--- config.mk ---
export PLATFORM = sky130hd
export DESIGN_NAME = fc_layer_sequencer_flat
export DESIGN_NICKNAME = d
export VERILOG_FILES = /design/src/rtl/fc_seq_pkg.sv /design/src/rtl/fc_layer_sequencer_if.sv /design/src/rtl/fc_seq_delay_cnt.sv /design/src/rtl/fc_layer_sequencer.sv /design/src/flat_wrapper.sv
export SDC_FILE = /design/constraint.sdc
export NUM_CORES = 1
export LEC_CHECK = 0
export ABC_CLOCK_PERIOD_IN_PS = 5600
export CAP_MARGIN = 40
export CORE_UTILIZATION = 55
export CTS_BUF_LIST = sky130_fd_sc_hd__clkbuf_16
export CTS_CLUSTER_SIZE = 25
export DETAILED_ROUTE_END_ITERATION = 6
export PLACE_DENSITY = 0.82
export SLEW_MARGIN = 20
export SYNTH_ARGS = -nofsm -noshare
export SYNTH_HDL_FRONTEND = slang
export SYNTH_SLANG_ARGS = --single-unit
export TNS_END_PERCENT = 100
--- constraint.sdc ---
create_clock -name clk -period 5.6 [get_ports clk]
set_input_delay 1.12 -clock clk [delete_from_list [all_inputs] [get_ports clk]]
set_output_delay 1.12 -clock clk [all_outputs]
set_load 0.02 [all_outputs]
--- src/rtl/fc_seq_pkg.sv ---
// rtl/fc_seq_pkg.sv - shared state encoding and default layer constants for the FC layer sequencer
package fc_seq_pkg;

    typedef enum logic [2:0] {
        IDLE,
        LOAD_W,
        WAIT_W,
        MAC,
        LOAD_B,
        WAIT_B,
        WRITE,
        DONE
    } fc_seq_state_t;

    localparam int FC_IN_NODES  = 120;
    localparam int FC_OUT_NODES = 1200;

endpackage

--- src/rtl/fc_layer_sequencer_if.sv ---
// rtl/fc_layer_sequencer_if.sv - control, memory-request and MAC handshake bundle of the FC layer sequencer
interface fc_layer_sequencer_if #(
    parameter int ADDR_W = 11
);
    logic              start;
    logic              abort;
    logic              busy;
    logic              done;
    logic              err;
    logic              weights_en;
    logic [ADDR_W-1:0] weights_addr;
    logic              bias_en;
    logic [ADDR_W-1:0] bias_addr;
    logic              mac_start;
    logic              mac_done;
    logic              result_we;
    logic [ADDR_W-1:0] result_addr;

    modport master (
        input  start, abort, mac_done,
        output busy, done, err, weights_en, weights_addr, bias_en, bias_addr,
               mac_start, result_we, result_addr
    );

    modport slave (
        output start, abort, mac_done,
        input  busy, done, err, weights_en, weights_addr, bias_en, bias_addr,
               mac_start, result_we, result_addr
    );
endinterface

--- src/rtl/fc_seq_delay_cnt.sv ---
// rtl/fc_seq_delay_cnt.sv - loadable down-counter with zero flag, shared by memory waits and the MAC watchdog
module fc_seq_delay_cnt #(
    parameter int CNT_W = 4
) (
    input  logic             clk,
    input  logic             rst,
    input  logic             i_load,
    input  logic             i_en,
    input  logic [CNT_W-1:0] i_load_val,
    output logic             o_zero
);
    logic [CNT_W-1:0] r_cnt;

    always_ff @(posedge clk or posedge rst) begin
        if (rst) begin
            r_cnt <= '0;
        end else if (i_load) begin
            r_cnt <= i_load_val;
        end else if (i_en && (r_cnt != '0)) begin
            r_cnt <= r_cnt - CNT_W'(1);
        end
    end

    assign o_zero = (r_cnt == '0);
endmodule

--- src/rtl/fc_layer_sequencer.sv ---
// rtl/fc_layer_sequencer.sv - per-node weight/bias fetch, MAC launch and result write sequencer for one FC layer
// Optional MAC watchdog enabled by defining FC_SEQ_TIMEOUT_EN.
module fc_layer_sequencer
    import fc_seq_pkg::*;
#(
    parameter int DATA_WIDTH     = 16,
    parameter int IN_NODES       = FC_IN_NODES,
    parameter int OUT_NODES      = FC_OUT_NODES,
    parameter int MEM_LAT        = 2,
    parameter int ADDR_W         = $clog2(OUT_NODES),
    parameter int TIMEOUT_CYCLES = 4096
) (
    input  logic                 clk,
    input  logic                 rst,
    fc_layer_sequencer_if.master bus
);
    if (MEM_LAT < 1 || IN_NODES < 1 || DATA_WIDTH < 1 || TIMEOUT_CYCLES < 2) begin : g_param_check
        $error("fc_layer_sequencer: illegal parameter value");
    end

`ifdef FC_SEQ_TIMEOUT_EN
    localparam int CNT_MAX = (TIMEOUT_CYCLES > MEM_LAT) ? TIMEOUT_CYCLES : MEM_LAT;
`else
    localparam int CNT_MAX = MEM_LAT;
`endif
    localparam int                CNT_W     = $clog2(CNT_MAX + 1);
    localparam logic [CNT_W-1:0]  LAT_LD    = CNT_W'(MEM_LAT - 1);
    localparam logic [ADDR_W-1:0] LAST_NODE = ADDR_W'(OUT_NODES - 1);

    fc_seq_state_t     r_state, w_state_nxt;
    logic [ADDR_W-1:0] r_node, w_node_nxt;
    logic              w_cnt_load, w_cnt_en, w_cnt_zero;
    logic [CNT_W-1:0]  w_cnt_val;
    logic              r_busy, r_done, r_weights_en, r_bias_en, r_mac_start, r_result_we;
    logic [ADDR_W-1:0] r_weights_addr, r_bias_addr, r_result_addr;
`ifdef FC_SEQ_TIMEOUT_EN
    logic              r_err, w_err_nxt;
`endif

    fc_seq_delay_cnt #(.CNT_W(CNT_W)) u_delay_cnt (
        .clk        (clk),
        .rst        (rst),
        .i_load     (w_cnt_load),
        .i_en       (w_cnt_en),
        .i_load_val (w_cnt_val),
        .o_zero     (w_cnt_zero)
    );

    always_comb begin
        w_state_nxt = r_state;
        w_node_nxt  = r_node;
        w_cnt_load  = 1'b0;
        w_cnt_en    = 1'b0;
        w_cnt_val   = LAT_LD;
`ifdef FC_SEQ_TIMEOUT_EN
        w_err_nxt   = r_err;
`endif
        case (r_state)
            IDLE: if (bus.start) begin
                w_state_nxt = LOAD_W;
                w_node_nxt  = '0;
`ifdef FC_SEQ_TIMEOUT_EN
                w_err_nxt   = 1'b0;
`endif
            end
            LOAD_W: begin
                w_state_nxt = WAIT_W;
                w_cnt_load  = 1'b1;
            end
            WAIT_W: if (w_cnt_zero) begin
                w_state_nxt = MAC;
`ifdef FC_SEQ_TIMEOUT_EN
                w_cnt_load  = 1'b1;
                w_cnt_val   = CNT_W'(TIMEOUT_CYCLES - 1);
`endif
            end else begin
                w_cnt_en = 1'b1;
            end
            // r_mac_start is high only in the first MAC cycle, where mac_done is not trusted
            MAC: if (!r_mac_start && bus.mac_done) begin
                w_state_nxt = LOAD_B;
`ifdef FC_SEQ_TIMEOUT_EN
            end else if (w_cnt_zero) begin
                w_state_nxt = IDLE;
                w_node_nxt  = '0;
                w_err_nxt   = 1'b1;
            end else begin
                w_cnt_en = 1'b1;
`endif
            end
            LOAD_B: begin
                w_state_nxt = WAIT_B;
                w_cnt_load  = 1'b1;
            end
            WAIT_B: if (w_cnt_zero) begin
                w_state_nxt = WRITE;
            end else begin
                w_cnt_en = 1'b1;
            end
            WRITE: if (r_node == LAST_NODE) begin
                w_state_nxt = DONE;
            end else begin
                w_state_nxt = LOAD_W;
                w_node_nxt  = r_node + ADDR_W'(1);
            end
            DONE: begin
                w_state_nxt = IDLE;
                w_node_nxt  = '0;
            end
            default: begin
                w_state_nxt = IDLE;
                w_node_nxt  = '0;
            end
        endcase

        if ((r_state != IDLE) && bus.abort) begin
            w_state_nxt = IDLE;
            w_node_nxt  = '0;
            w_cnt_load  = 1'b0;
            w_cnt_en    = 1'b0;
`ifdef FC_SEQ_TIMEOUT_EN
            w_err_nxt   = r_err;
`endif
        end
    end

    // Outputs are decoded from the next state so every strobe is a plain register
    always_ff @(posedge clk or posedge rst) begin
        if (rst) begin
            r_state        <= IDLE;
            r_node         <= '0;
            r_busy         <= 1'b0;
            r_done         <= 1'b0;
            r_weights_en   <= 1'b0;
            r_bias_en      <= 1'b0;
            r_mac_start    <= 1'b0;
            r_result_we    <= 1'b0;
            r_weights_addr <= '0;
            r_bias_addr    <= '0;
            r_result_addr  <= '0;
`ifdef FC_SEQ_TIMEOUT_EN
            r_err          <= 1'b0;
`endif
        end else begin
            r_state      <= w_state_nxt;
            r_node       <= w_node_nxt;
            r_busy       <= (w_state_nxt != IDLE);
            r_done       <= (w_state_nxt == DONE);
            r_weights_en <= (w_state_nxt == LOAD_W);
            r_bias_en    <= (w_state_nxt == LOAD_B);
            r_mac_start  <= (w_state_nxt == MAC) && (r_state != MAC);
            r_result_we  <= (w_state_nxt == WRITE);
            if (w_state_nxt == LOAD_W) r_weights_addr <= w_node_nxt;
            if (w_state_nxt == LOAD_B) r_bias_addr    <= w_node_nxt;
            if (w_state_nxt == WRITE)  r_result_addr  <= w_node_nxt;
`ifdef FC_SEQ_TIMEOUT_EN
            r_err        <= w_err_nxt;
`endif
        end
    end

    assign bus.busy         = r_busy;
    assign bus.done         = r_done;
    assign bus.weights_en   = r_weights_en;
    assign bus.weights_addr = r_weights_addr;
    assign bus.bias_en      = r_bias_en;
    assign bus.bias_addr    = r_bias_addr;
    assign bus.mac_start    = r_mac_start;
    assign bus.result_we    = r_result_we;
    assign bus.result_addr  = r_result_addr;
`ifdef FC_SEQ_TIMEOUT_EN
    assign bus.err          = r_err;
`else
    assign bus.err          = 1'b0;
`endif
endmodule
--- src/flat_wrapper.sv ---
// flat-port wrapper written by rule: the top's interface ports become plain ports
module fc_layer_sequencer_flat import fc_seq_pkg::*;
#(
    parameter int DATA_WIDTH     = 16,
    parameter int IN_NODES       = FC_IN_NODES,
    parameter int OUT_NODES      = FC_OUT_NODES,
    parameter int MEM_LAT        = 2,
    parameter int ADDR_W         = $clog2(OUT_NODES),
    parameter int TIMEOUT_CYCLES = 4096
)
  (clk, rst, bus_start, bus_abort, bus_mac_done, bus_busy, bus_done, bus_err, bus_weights_en, bus_weights_addr, bus_bias_en, bus_bias_addr, bus_mac_start, bus_result_we, bus_result_addr);
  fc_layer_sequencer_if #(.ADDR_W(ADDR_W)) bus_i ();
  input  logic clk;
  input  logic rst;
  input wire logic [$bits(bus_i.start)-1:0] bus_start;
  input wire logic [$bits(bus_i.abort)-1:0] bus_abort;
  input wire logic [$bits(bus_i.mac_done)-1:0] bus_mac_done;
  output wire logic [$bits(bus_i.busy)-1:0] bus_busy;
  output wire logic [$bits(bus_i.done)-1:0] bus_done;
  output wire logic [$bits(bus_i.err)-1:0] bus_err;
  output wire logic [$bits(bus_i.weights_en)-1:0] bus_weights_en;
  output wire logic [$bits(bus_i.weights_addr)-1:0] bus_weights_addr;
  output wire logic [$bits(bus_i.bias_en)-1:0] bus_bias_en;
  output wire logic [$bits(bus_i.bias_addr)-1:0] bus_bias_addr;
  output wire logic [$bits(bus_i.mac_start)-1:0] bus_mac_start;
  output wire logic [$bits(bus_i.result_we)-1:0] bus_result_we;
  output wire logic [$bits(bus_i.result_addr)-1:0] bus_result_addr;
  assign bus_i.start = bus_start;
  assign bus_i.abort = bus_abort;
  assign bus_i.mac_done = bus_mac_done;
  assign bus_busy = bus_i.busy;
  assign bus_done = bus_i.done;
  assign bus_err = bus_i.err;
  assign bus_weights_en = bus_i.weights_en;
  assign bus_weights_addr = bus_i.weights_addr;
  assign bus_bias_en = bus_i.bias_en;
  assign bus_bias_addr = bus_i.bias_addr;
  assign bus_mac_start = bus_i.mac_start;
  assign bus_result_we = bus_i.result_we;
  assign bus_result_addr = bus_i.result_addr;
  fc_layer_sequencer #(.DATA_WIDTH(DATA_WIDTH), .IN_NODES(IN_NODES), .OUT_NODES(OUT_NODES), .MEM_LAT(MEM_LAT), .ADDR_W(ADDR_W), .TIMEOUT_CYCLES(TIMEOUT_CYCLES)) u_core (.clk(clk), .rst(rst), .bus(bus_i));
endmodule
## Word level (Yosys, flattened, before mapping)

Index checks and enable logic that the tools add are counted.
Widths: inputs -> output; s select.

| storage, ports and cells | value |
|---|---|
| bits of input ports | 5 |
| register bits after elaboration | 55 |
| logic and storage cells | 59 |
| output and inout bits | 40 |

| operators by class | value |
|---|---|
| add/subtract/negate cells | 2 |
| reductions and logical operators | 13 |
| equal/unequal tests | 14 |
| mux-type cells | 18 |

Operators by type and width:

| operator | number |
|---|---|
| $mux 11 | 3 |
| $pmux 11 s3 | 1 |
| $pmux 3 s8 | 1 |
| $eq 3x3->1 const B | 7 |
| $mux 3 | 6 |
| $add 11x1->11 const B | 1 |
| $eq 11x11->1 const B | 1 |
| $eq 3x2->1 const B | 3 |
| $eq 3x1->1 const B | 2 |
| $reduce_bool 3->1 | 2 |
| $mux 1 | 5 |
| $logic_and 1x1->1 | 4 |
| $mux 2 | 2 |
| $reduce_bool 2->1 | 2 |
| $reduce_or 2->1 | 2 |
| $logic_not 3->1 | 1 |
| $ne 3x2->1 const B | 1 |
| $logic_not 2->1 | 1 |
| $sub 2x1->2 const B | 1 |
| $logic_not 1->1 | 1 |

## Longest topological paths before layout

| depth | value |
|---|---|
| depth in word-level cells | 7 |
| gate-level depth with buffers | 8 |
| depth with buffers taken out | 7 |

## Hierarchy

Synthesis repeated with hierarchy kept, for this count alone.

| unflattened totals | value |
|---|---|
| cells, all modules | 215 |
| area total of the unflattened synthesis | 2816.5 µm² |

Modules (own cells, without submodules):

| module | times used | area each (µm²) | cells each | sequential area each (µm²) |
|---|---|---|---|---|
| fc_layer_sequencer | 1 | 2681.3 | 202 | 1326.3 |
| fc_seq_delay_cnt | 1 | 135.1 | 13 | 50.0 |

## Worst setup path before layout

No wires, ideal clock.

| timing path | value |
|---|---|
| path type | input-to-reg |
| start | input port bus_abort |
| end | register u_core.r_bias_addr[0], in the netlist u_core.bus.bias_addr[0] |
| arrival | 2369 ps |
| stages on the path | 6 |
| setup time | 125 ps |
| slack | 3105 ps |
| buffers on the path | 2 |
| data required time | 5475 ps |
| cells stage by stage | clkdlybuf4s15_2 nor2_1 a21boi_4 nand3_2 buf_6 mux2_4 |

| on the way | value |
|---|---|
| longest elaborated chain between the ends | 3 |
| elaborated cells on any way between the ends | 4 |
| those cells by class | eq/ne: 1; mux: 2; reduce/logical: 1 |

Ends and longest elaborated chain:

| item | line | source |
|---|---|---|
| from (decl) | flat_wrapper.sv:16 | `input wire logic [$bits(bus_i.abort)-1:0] bus_abort;` |
| $logic_and 1x1->1 | fc_layer_sequencer.sv:116 | `if ((r_state != IDLE) && bus.abort) begin` |
| $mux 3 | fc_layer_sequencer.sv:116 |  |
| net u_core.w_state_nxt[2] | fc_layer_sequencer.sv:30 | `fc_seq_state_t r_state, w_state_nxt;` |
| $eq 3x3->1 | fc_layer_sequencer.sv:154 | `if (w_state_nxt == LOAD_B) r_bias_addr <= w_node_nxt;` |
| to (signal assigned) | fc_layer_sequencer.sv:154 |  |
| to (decl) | fc_layer_sequencer.sv:35 | `logic [ADDR_W-1:0] r_weights_addr, r_bias_addr, r_result_addr;` |

The timed path passes the listed nets, and every way through them passes these cells.
A chain may end at the register's enable or synchronous reset.

## Final worst setup path

| timing path | value |
|---|---|
| start | input port bus_start |
| end | register u_core.r_weights_addr[2], in the netlist u_core.bus.weights_addr[2] |

| on the way | value |
|---|---|
| longest elaborated chain between the ends | 4 |
| elaborated cells on any way between the ends | 7 |
| those cells by class | eq/ne: 1; mux: 6 |

Ends and longest elaborated chain:

| item | line | source |
|---|---|---|
| from (decl) | flat_wrapper.sv:15 | `input wire logic [$bits(bus_i.start)-1:0] bus_start;` |
| $mux 3 | fc_layer_sequencer.sv:59 | `IDLE: if (bus.start) begin` |
| $pmux 3 s8 | fc_layer_sequencer.sv:58 | `case (r_state)` |
| $mux 3 | fc_layer_sequencer.sv:116 |  |
| $eq 3x1->1 | fc_layer_sequencer.sv:153 | `if (w_state_nxt == LOAD_W) r_weights_addr <= w_node_nxt;` |
| to (signal assigned) | fc_layer_sequencer.sv:153 |  |
| to (decl) | fc_layer_sequencer.sv:35 |  |

Several ways; a longest one is shown, not always the timed one.

==> qor.yml <==
stdcell_count: 332
drv_slew: 0
synth_seq_area_share_pct: 49.5
synth_top_area_share_pct: 49.5
cts_tree: "built"
p_leak_nw: 1.60
clk_pin_slew_worst_paths_ns: 0.07
yosysUniqueCellTypes: 60
cp-start-kind: "input port"
insertedDiodeCount: 0
synthesis.nets: 232
first_iter_violations: 121
r2r_end: "u_core.bus.weights_addr[2]"
max_cap_viol_count: 0
yosys-top-cells-area: "dfrtp_1, mux2_4, buf_6"
synth_warnings: 0
grt.busiest_layer: "met2"
coreArea_mm2: 0.00479
r2r_start: "u_core.r_node[0]"
fin_crit_sh_pct: 52.2
cts_setup_buffers: 0
setup_viol: 0
tightestPinTransition_ns: 0.664
critPathKind: "input port to flip-flop"
pin_count: 45
drcViolationCount: 0
numPortBuffers: 43
h-tree-depth: 2
r2r_slack_ns: 3.04
syn_area_mm2: 0.00278
maxSlewHeadroom_pct: 55.5
totalWireLength_mm: 5.18
drive_gt1_share_pct: 21.1
grt_pass1_vias: 1628
grt_setup_unrepaired: "no"
power_density_mw_per_mm2: 304
nFillCells: 343
clock_latency_ns: 0.29
timing.fmax_ghz: 0.342
track_usage_pct: 21.3
endpoint_kind: "flip-flop"
postPlaceCellArea_mm2: 0.00321
grtUsageMet2_pct: 31.7
ys.flop_type: "dfrtp_1"
clockBufferDepth: 2
cp.arrival_ns: 3.10
status: "finished, final reports clean"
critPathLaunch: "bus_start"
hpwlAfterDp_mm: 3.48
met1_usage_pct: 31.3
cts-root-buf: "clkbuf_16"
cp-endpoint: "u_core.bus.weights_addr[2]"
drt_pre_antenna_iters: 4
nNetsFinal: 271
antenna_found_initial: 0
cts_buffers: 5
syn-mean-instance-area_um2: 12.4
postRouteAntennaNets: 0
fin_skew_ns: 0.00624
cp_max_fo: 12
die_height_um: 73.1
gr-total-overflow: 0
grt_first_pass_wirelength_mm: 8.47
synth-seq-cells: 55
synth_top_area_cell: "dfrtp_1"
hp-class: "flip-flop to flip-flop"
place_congestion: 0.920
utilization_pct: 70.5
ff2ff_path_depth: 6
power_mw: 1.03
placed_cells: 324
finalCriticalPeriod_ns: 2.92
required_ns: 5.78
dieWidth_um: 73.1
vias_per_cell: 5.45
grt_max_degree: 37
async_reset_ff_share_pct: 100
hold_buffers: 0
start_util_pct: 58.1
area_growth_pct: 21.4
max-vdd-ir-drop_mv: 0.246
rows: 25
netlist_instances: 225
ctsResizeCount: 0
dieArea_mm2: 0.00534
tns_ns: 0
stdcell_area_mm2: 0.00338
clock-sinks: 55
synth_edf_count: 0
hold_violations: 0
routedWlPerCell_um: 15.6
vias: 1811
use_met3_pct: 4.70
-- synthesized netlist by cell type (all sizes together) (2+ instances only) --
cell type,number
nand3,7
and2,2
nor4b,2
buf,10
nand4,4
a31oi,6
clkbuf,2
a21boi,2
o32ai,4
or3,2
o21ai,10
o22ai,2
dfrtp,55
and4,2
nor2b,8
inv,12
nand2b,3
ha,2
a311oi,2
nor2,8
nand2,14
a21oi,9
o21bai,2
nor3,4
mux2,30
nand3b,4
-- cell usage in the layout (no fill, tap or decap), types with 3 or more instances in the layout --
| cell | netlist | layout |
|---|---|---|
| dfrtp_1 | 55 | 55 |
| clkbuf_16 | 0 | 5 |
| mux2_2 | 6 | 6 |
| nand3_1 | 6 | 6 |
| a21oi_1 | 8 | 8 |
| nand2_1 | 14 | 14 |
| o32ai_1 | 4 | 4 |
| mux2_4 | 18 | 18 |
| inv_1 | 12 | 12 |
| nand4_1 | 3 | 3 |
| clkdlybuf4s50_1 | 0 | 43 |
| nor2b_1 | 7 | 7 |
| nor3_1 | 4 | 4 |
| mux2_1 | 6 | 6 |
| nor2_1 | 6 | 6 |
| o21ai_0 | 8 | 8 |
| a31oi_1 | 6 | 6 |
-- critical path: stages --
cell,delay (ns)
clkdlybuf4s50_1,0.44
nor4b_2,0.36
o22ai_2,0.19
nor2b_2,0.58
mux2_2,0.41
-- through the flow --
step | setup WS (ns) | hold WS [ns]
2_1_floorplan | 3.11 | 0.449
3_3_place_gp | 2.37 | 0.465
3_5_place_dp | 2.36 | 0.472
5_1_grt | 2.53 | 0.508
4_1_cts | 2.65 | 0.487
6_report | 2.68 | 0.485
-- power by group --
| part | switching [mW] | internal, mW | leakage [nW] |
|---|---|---|---|
| clock network | 0.142 | 0.211 | 0.0856 |
| registers | 0.0284 | 0.417 | 0.759 |
| logic | 0.130 | 0.0988 | 0.759 |
-- area by class of cell --
class	instances	area (um^2)	area share [%]
repair buffers	45	458	13.6
inverters	12	45.0	1.33
well taps	67	83.8	2.48
clock buffers	5	125	3.71
multi-input cells	145	1240	36.9
clock inverters	3	42.5	1.26
flip-flops and latches	55	1380	40.8
-- cell families (layout without fill, tap and decap cells) --
| kind of cell | count (synthesis) | count (layout) | share of synthesized area (%) |
|---|---|---|---|
| xor+xnor | 1 | 1 | 0.315 |
| other cells | 1 | 1 | 0.135 |
| simple gates | 69 | 69 | 17.6 |
| mux | 31 | 31 | 14.9 |
| flops | 55 | 55 | 49.5 |
| compound gates | 41 | 41 | 10.9 |
| buf+inv | 25 | 65 | 5.72 |
| fa+ha+maj | 2 | 2 | 0.900 |
-- metal layers --
metal / share of wire (%) / wire [um]
met1: 48 / 2510
met4: 0.60 / 31
met2: 47 / 2430
met5: 0 / 0
met3: 4.0 / 207
-- state kept, by name, summed over array words and instances, names as in the netlist --
name	flops
u_core.r_state	3
u_core.bus.bias_addr	11
u_core.bus.done	1
u_core.u_delay_cnt.r_cnt	2
u_core.bus.weights_en	1
u_core.r_node	11
u_core.bus.result_addr	11
u_core.bus.busy	1
u_core.bus.mac_start	1
u_core.bus.weights_addr	11
u_core.bus.bias_en	1
u_core.bus.result_we	1
-- worst min path at each step --
stage / end / depth (start not counted) / start / slack, ns
3_5_place_dp: u_core.u_delay_cnt.r_cnt[1] / 2 / u_core.u_delay_cnt.r_cnt[1] / 0.47
5_1_grt: u_core.bus.weights_addr[10] / 1 / u_core.bus.weights_addr[10] / 0.51
3_3_place_gp: u_core.u_delay_cnt.r_cnt[1] / 2 / u_core.u_delay_cnt.r_cnt[1] / 0.46
2_1_floorplan: u_core.u_delay_cnt.r_cnt[1] / 2 / u_core.u_delay_cnt.r_cnt[1] / 0.45
4_1_cts: u_core.u_delay_cnt.r_cnt[1] / 2 / u_core.u_delay_cnt.r_cnt[1] / 0.49
6_report: u_core.u_delay_cnt.r_cnt[1] / 2 / u_core.u_delay_cnt.r_cnt[1] / 0.48
No activity file was read; power rests on OpenSTA's default activity.
